$ cat config.mk
export PLATFORM = sky130hd
export DESIGN_NAME = sw_debounce
export DESIGN_NICKNAME = d
export VERILOG_FILES = /design/src/rtl/sw_debounce_pkg.sv /design/src/rtl/sw_debounce_bit.sv /design/src/rtl/sw_debounce.sv
export SDC_FILE = /design/constraint.sdc
export NUM_CORES = 1
export LEC_CHECK = 0
export CAP_MARGIN = 5
export CELL_PAD_IN_SITES_DETAIL_PLACEMENT = 2
export CELL_PAD_IN_SITES_GLOBAL_PLACEMENT = 2
export CORE_MARGIN = 5
export CORE_UTILIZATION = 30
export CTS_CLUSTER_DIAMETER = 60
export CTS_CLUSTER_SIZE = 40
export DETAILED_ROUTE_END_ITERATION = 6
export GPL_TIMING_DRIVEN = 0
export HOLD_SLACK_MARGIN = 0.12
export PLACE_DENSITY_LB_ADDON = 0.1
export SLEW_MARGIN = 20
export SYNTH_ARGS = -nofsm -noshare
export SYNTH_HDL_FRONTEND = slang
export SYNTH_SLANG_ARGS = --single-unit
$ cat constraint.sdc
create_clock -name clk -period 15.15 [get_ports clk]
set_clock_uncertainty 0.2 [all_clocks]
set_input_delay 3.03 -clock clk [delete_from_list [all_inputs] [get_ports clk]]
set_output_delay 3.03 -clock clk [all_outputs]
set_load 0.05 [all_outputs]
$ cat src/rtl/sw_debounce_pkg.sv
// Shared constants and types for the switch debouncer.
// The default debounce window is derived from the board clock and the desired settle time.
package sw_debounce_pkg;

  localparam int SYS_CLK_HZ          = 27_000_000;
  localparam int DEBOUNCE_MS         = 10;
  localparam int DEBOUNCE_CYCLES_DEF = (SYS_CLK_HZ / 1000) * DEBOUNCE_MS;
  localparam int SW_WIDTH            = 16;
  localparam int CNT_W_DEF           = 19;

  // IDLE: synchronized input agrees with the stable level; COUNT: it disagrees.
  typedef enum logic {
    DB_IDLE  = 1'b0,
    DB_COUNT = 1'b1
  } db_state_e;

  // True when the debounce window is non-zero and its terminal count fits the counter.
  function automatic bit cycles_fit(input int cycles, input int cnt_w);
    return (cycles >= 1) && (longint'(cycles) < (longint'(1) << cnt_w));
  endfunction

endpackage

$ cat src/rtl/sw_debounce_bit.sv
// Single-bit debouncer: 2-flop synchronizer, qualification counter and stable register.
// A level must hold for DEBOUNCE_CYCLES synchronized cycles before it is accepted.
module debounce_bit
  import sw_debounce_pkg::*;
#(
  parameter int DEBOUNCE_CYCLES = DEBOUNCE_CYCLES_DEF,
  parameter int CNT_W           = CNT_W_DEF
) (
  input  logic clk,
  input  logic rst,
  input  logic sw_i,
  output logic sw_o,
  output logic chg_o
);

  if (!cycles_fit(DEBOUNCE_CYCLES, CNT_W)) begin : g_bad_cycles
    $error("debounce_bit: DEBOUNCE_CYCLES must satisfy 1 <= DEBOUNCE_CYCLES < 2**CNT_W");
  end

  localparam logic [CNT_W-1:0] CNT_LAST = CNT_W'(DEBOUNCE_CYCLES - 1);

  logic             s1_q;
  logic             s2_q;
  logic             stable_q;
  logic             stable_d;
  logic [CNT_W-1:0] cnt_q;
  logic [CNT_W-1:0] cnt_d;
  logic             chg_q;
  logic             chg_d;
  db_state_e        state;

  // The state is implied by the data registers, so it is decoded rather than stored.
  assign state = (s2_q != stable_q) ? DB_COUNT : DB_IDLE;

  always_comb begin
    stable_d = stable_q;
    cnt_d    = '0;
    chg_d    = 1'b0;
    case (state)
      DB_IDLE: begin
        cnt_d = '0;
      end
      DB_COUNT: begin
        if (cnt_q == CNT_LAST) begin
          stable_d = s2_q;
          chg_d    = 1'b1;
        end else begin
          cnt_d = cnt_q + CNT_W'(1);
        end
      end
      default: begin
        cnt_d = '0;
      end
    endcase
  end

  always_ff @(posedge clk or posedge rst) begin
    if (rst) begin
      s1_q     <= 1'b0;
      s2_q     <= 1'b0;
      stable_q <= 1'b0;
      cnt_q    <= '0;
      chg_q    <= 1'b0;
    end else begin
      s1_q     <= sw_i;
      s2_q     <= s1_q;
      stable_q <= stable_d;
      cnt_q    <= cnt_d;
      chg_q    <= chg_d;
    end
  end

  assign sw_o  = stable_q;
  assign chg_o = chg_q;

endmodule

$ cat src/rtl/sw_debounce.sv
// Debounces a bank of WIDTH independent switches and flags which bits changed.
// chg_o is the OR of the registered per-bit change flags, so it aligns with sw_o.
module sw_debounce
  import sw_debounce_pkg::*;
#(
  parameter int WIDTH           = SW_WIDTH,
  parameter int DEBOUNCE_CYCLES = DEBOUNCE_CYCLES_DEF,
  parameter int CNT_W           = CNT_W_DEF
) (
  input  logic             clk,
  input  logic             rst,
  input  logic [WIDTH-1:0] sw_i,
  output logic [WIDTH-1:0] sw_o,
  output logic             chg_o,
  output logic [WIDTH-1:0] chg_mask_o
);

  for (genvar i = 0; i < WIDTH; i++) begin : g_bit
    debounce_bit #(
      .DEBOUNCE_CYCLES (DEBOUNCE_CYCLES),
      .CNT_W           (CNT_W)
    ) u_bit (
      .clk   (clk),
      .rst   (rst),
      .sw_i  (sw_i[i]),
      .sw_o  (sw_o[i]),
      .chg_o (chg_mask_o[i])
    );
  end

  assign chg_o = |chg_mask_o;

endmodule

Yosys cells after proc, flatten, opt, wreduce, memory -nomap -nowiden. Cells that the tools add are included.

Register bits after elaboration: 368. Latch bits: 0. RAM bits: 0. Memory bits (read-only): 0. Memories kept: 0.

$add $sub $neg: 16. Multiply operators: 0. Div/mod/pow operators: 0. Magnitude comparators: 0. Equality and inequality tests: 32. Shift operators: 0. Muxes and demuxes: 80. Bitwise operators: 16. Reductions and logical operators: 17.

Operators by type and width (count): $pmux 19 s2 (16); $add 19x1->19 const B (16); $eq 19x19->1 const B (16); $mux 19 (16); $mux 1 (48); $reduce_and 2->1 (16); $ne 1x1->1 (16); $not 1->1 (16); $reduce_or 16->1 (1).

Depth between registers and ports, before layout.
Depth in word-level cells: 4. Depth in mapped cells: 7. Mapped depth without buffers: 5.

Hierarchy. Synthesis repeated with hierarchy kept, for this count alone.

Cell total of the unflattened synthesis: 1701. Area, all modules: 17848.4 µm².

By module, submodules not included: debounce_bit (instances 16, cells an instance 106, area an instance 1113.6 µm², sequential area each 575.6 µm²); sw_debounce (instances 1, cells an instance 5, area an instance 31.3 µm², sequential area each 0.0 µm²).

Least setup slack after synthesis. OpenSTA, ideal clock, no wires.

Kind: flip-flop to output port. Start point: register g_bit[10].u_bit.chg_q. End point: output port chg_o. Arrival time: 1129 ps. Required time: 11920 ps. Slack: 10791 ps. Stages on the path, launching flop included: 3. Path through: dfrtp_1 > nor4_1 > nand4_1.

Cells in the longest elaborated chain, start to end: 1.

Ends and longest elaborated chain: start, declared (line sw_debounce_bit.sv:28) `logic chg_q;`; start signal, assigned (line sw_debounce_bit.sv:69) `chg_q <= chg_d;`; $reduce_or 16->1 (line sw_debounce.sv:31) `assign chg_o = |chg_mask_o;`; end, declared (line sw_debounce.sv:14) `output logic chg_o,`.

No other way between the ends.

Worst setup path after layout.
Start point: register g_bit[14].u_bit.chg_q. End point: output port chg_o.

Cells in the longest elaborated chain, start to end: 1.

Ends and longest elaborated chain (line): start, declared (sw_debounce_bit.sv:28); start signal, assigned (sw_debounce_bit.sv:69); $reduce_or 16->1 (sw_debounce.sv:31).

No other way between the ends.

==> results.sh <==
export IMPL_outcome="complete, no violations"
export IMPL_place_ws_ns=9.72
export IMPL_path_cells="nor4_1 > nand4_1 > clkdlybuf4s50_1"
export IMPL_tritoncts="done"
export IMPL_drive_above_1_share=0.0917
export IMPL_synth_cell_types=48
export IMPL_cts_sinks=368
export IMPL_initial_utilization=0.303
export IMPL_ant_nets=0
export IMPL_synth_edf_count=0
export IMPL_grt_overflow_total=0
export IMPL_numCtsBuffers=45
export IMPL_ys_flop_type="dfrtp_1"
export IMPL_cpMaxStageDelayCell="clkdlybuf4s50_1"
export IMPL_grt_pass1_vias=14600
export IMPL_critPathMaxFanout=2
export IMPL_drtIter0Drc=526
export IMPL_worst_slack_ns=9.12
export IMPL_final_area_sq_um=20600
export IMPL_cts_root_buf="clkbuf_16"
export IMPL_fin_crit_sh=0.398
export IMPL_port_buffers=50
export IMPL_crit_required_ns=11.92
export IMPL_yosysTopAreaCellShare=0.528
export IMPL_clockBufferDepth=3
export IMPL_report_final_slew_viol_count=0
export IMPL_fp_row_count=88
export IMPL_ys_ff_latch=368
export IMPL_synthArstFlopShare=1.00
export IMPL_num_vias=13100
export IMPL_synth_net_count=1751
export IMPL_grt_usage=0.142
export IMPL_wl_met1_mm=20.8
export IMPL_ctsHoldBuffers=0
export IMPL_post_cts_buffers=0
export IMPL_pwr_density_cell_nw_per_um2=107
export IMPL_hold_path_class="flop to flop"
export IMPL_fillers=6286
export IMPL_fmax_ghz=0.166
export IMPL_synth_cells=1717
export IMPL_diodes=0
export IMPL_area_delta_synth_final_pct=17.9
export IMPL_drtPass1Iterations=4
export IMPL_critPathCaptureType="primary output"
export IMPL_drv_cap=0
export IMPL_wl_mm=43.5
export IMPL_critical_path_buf_inv_count=1
export IMPL_wl_met3_mm=1.15
export IMPL_synth_most_common_cell="dfrtp_1"
export IMPL_post_drt_wl_per_cell_microns=16.6
export IMPL_yosys_top_cells_count="368 x dfrtp_1, 299 x nor2_1, 129 x xnor2_1"
export IMPL_finalHoldViolCount=0
export IMPL_total_leakage_power_nw=8.38
export IMPL_yosysWarnings=0
export IMPL_top_layer="met4"
export IMPL_avgSynthCellArea_sq_um=10.2
export IMPL_synth_area_leaders="dfrtp_1 53%, xnor2_1 6.5%, nor2_1 6.4%, xor2_1 5.5%, nand3_1 3.6%"
export IMPL_ioPinCount=51
export IMPL_path_delay_family="simple AND/OR/NAND/NOR gates"
export IMPL_die_w_microns=251
export IMPL_hpwl_mm=29.7
export IMPL_antenna_found_initial=0
export IMPL_clock_latency_ns=0.58
export IMPL_relSlewSlack=0.355
export IMPL_htreeDepth=2
export IMPL_dieArea_sq_um=63100
export IMPL_dr_wl_met2_mm=20.7
export IMPL_grt_pass1_wl_mm=75.8
export IMPL_ys_seq_area_frac=0.528
export IMPL_setup_viol=0
export IMPL_core_area_sq_um=57700
export IMPL_ir_drop_uv=77.0
export IMPL_die_h_microns=251
export IMPL_cts_resized_gates=0
export IMPL_synth_largest_area_cell="dfrtp_1"
export IMPL_grt_start_max_net_pins=98
export IMPL_worstSetupStartpointType="flop"
export IMPL_tightest_slew_ns=0.959
export IMPL_synth_cell_area_sq_um=17500
export IMPL_nNetsFinal=1852
export IMPL_placed_area_sq_um=19000
export IMPL_place_congestion=0.712
export IMPL_critPathKind="flop to primary output"
export IMPL_clkTransAtPathRegs_ns=0.07
export IMPL_rsz0062_at_grt="false"
export IMPL_arrival_ns=2.80
export IMPL_period_needed_ns=6.03
export IMPL_drc=0
export IMPL_critical_path_max_stage_delay_ns=0.86
export IMPL_viasPerCell=5.00
worst reg2reg max path, delay by kind of cell (launching register included):
| family | cells | cell delay [ns] |
|---|---|---|
| AND/OR/NAND/NOR | 2 | 0.45 |
| AO/OA/AOI/OAI | 1 | 0.69 |
| flip-flops | 1 | 0.34 |
| buffers and inverters | 2 | 0.79 |
where the power goes:
group / internal (mW) / switching (mW)
Sequential: 0.997 / 0.0146
Combinational: 0.0218 / 0.0470
Clock: 0.644 / 0.472
registers in the layout (all words and copies together) (netlist names):
name / count
g_bit.u_bit.s1_q: 16
g_bit.u_bit.sw_o: 16
g_bit.u_bit.chg_o: 16
g_bit.u_bit.cnt_q: 304
g_bit.u_bit.s2_q: 16
metrics by stage:
stage / util / hold slack (ns) / TNS, ns / cells / power, mW
global placement: 0.328 / 0.132 / -1466.90 / 2532 / 1.10
floorplan: - / 0.131 / 0 / 1717 / 1.07
global route: 0.357 / 0.154 / 0 / 2619 / 2.30
detailed placement: 0.330 / 0.136 / 0 / 2536 / 1.10
finish: 0.357 / 0.148 / 0 / 2619 / 2.20
CTS: 0.357 / 0.148 / 0 / 2619 / 2.25
cells in the final DEF (no fill, tap or decap), types with 39 or more instances in the layout:
cell / instances
xor2_1: 110
nand4_1: 87
nand3_1: 126
clkdlybuf4s50_1: 50
clkbuf_16: 47
and4_1: 39
a21oi_1: 43
nor4_1: 65
inv_1: 42
nor2_1: 299
dfrtp_1: 368
xnor2_1: 129
or3_1: 49
nand2_1: 70
cells by family (layout without fill, tap and decap cells):
kind of cell             count (synthesis)  count (layout)  share of synthesized area
AND/OR/NAND/NOR                        858             858                      0.255
flip-flops                             368             368                      0.528
XOR/XNOR                               239             239                      0.120
buffers and inverters                  110             247                     0.0318
AO/OA/AOI/OAI                          102             102                     0.0392
multiplexers                            24              24                     0.0149
adder cells (fa/ha/maj)                 16              16                     0.0115
metal layers:
layer	track usage	vias to the layer above
met5	0	-
met4	0.0379	0
met3	0.0223	58
met2	0.239	88
met1	0.190	6726
li1	-	6216
worst paths after layout:
path	startpoint	slack [ns]	cells after the start	endpoint
setup / recovery	g_bit[14].u_bit.chg_o$_DFF_PP0_	9.12	3	chg_o
hold / removal	g_bit[4].u_bit.s1_q$_DFF_PP0_	0.15	0	g_bit[4].u_bit.s2_q$_DFF_PP0_
setup reg to reg	g_bit[14].u_bit.cnt_q[7]$_DFF_PP0_	12.55	5	g_bit[14].u_bit.cnt_q[11]$_DFF_PP0_
hold reg to reg	g_bit[4].u_bit.s1_q$_DFF_PP0_	0.15	0	g_bit[4].u_bit.s2_q$_DFF_PP0_
max in group asynchronous	rst	10.51	5	g_bit[1].u_bit.cnt_q[13]$_DFF_PP0_
min in group asynchronous	rst	2.73	2	g_bit[3].u_bit.cnt_q[6]$_DFF_PP0_
area by class of cell:
class,instances,area [sq um],area share
clock inverters,26,267,0.0130
well taps,765,957,0.0465
inverters,43,169,0.00821
flip-flops and latches,368,9210,0.448
clock buffers,57,1270,0.0619
plain buffers,67,394,0.0192
multi-input cells,1239,7690,0.374
repair buffers,54,611,0.0297
(Power assumes the default switching activity.)
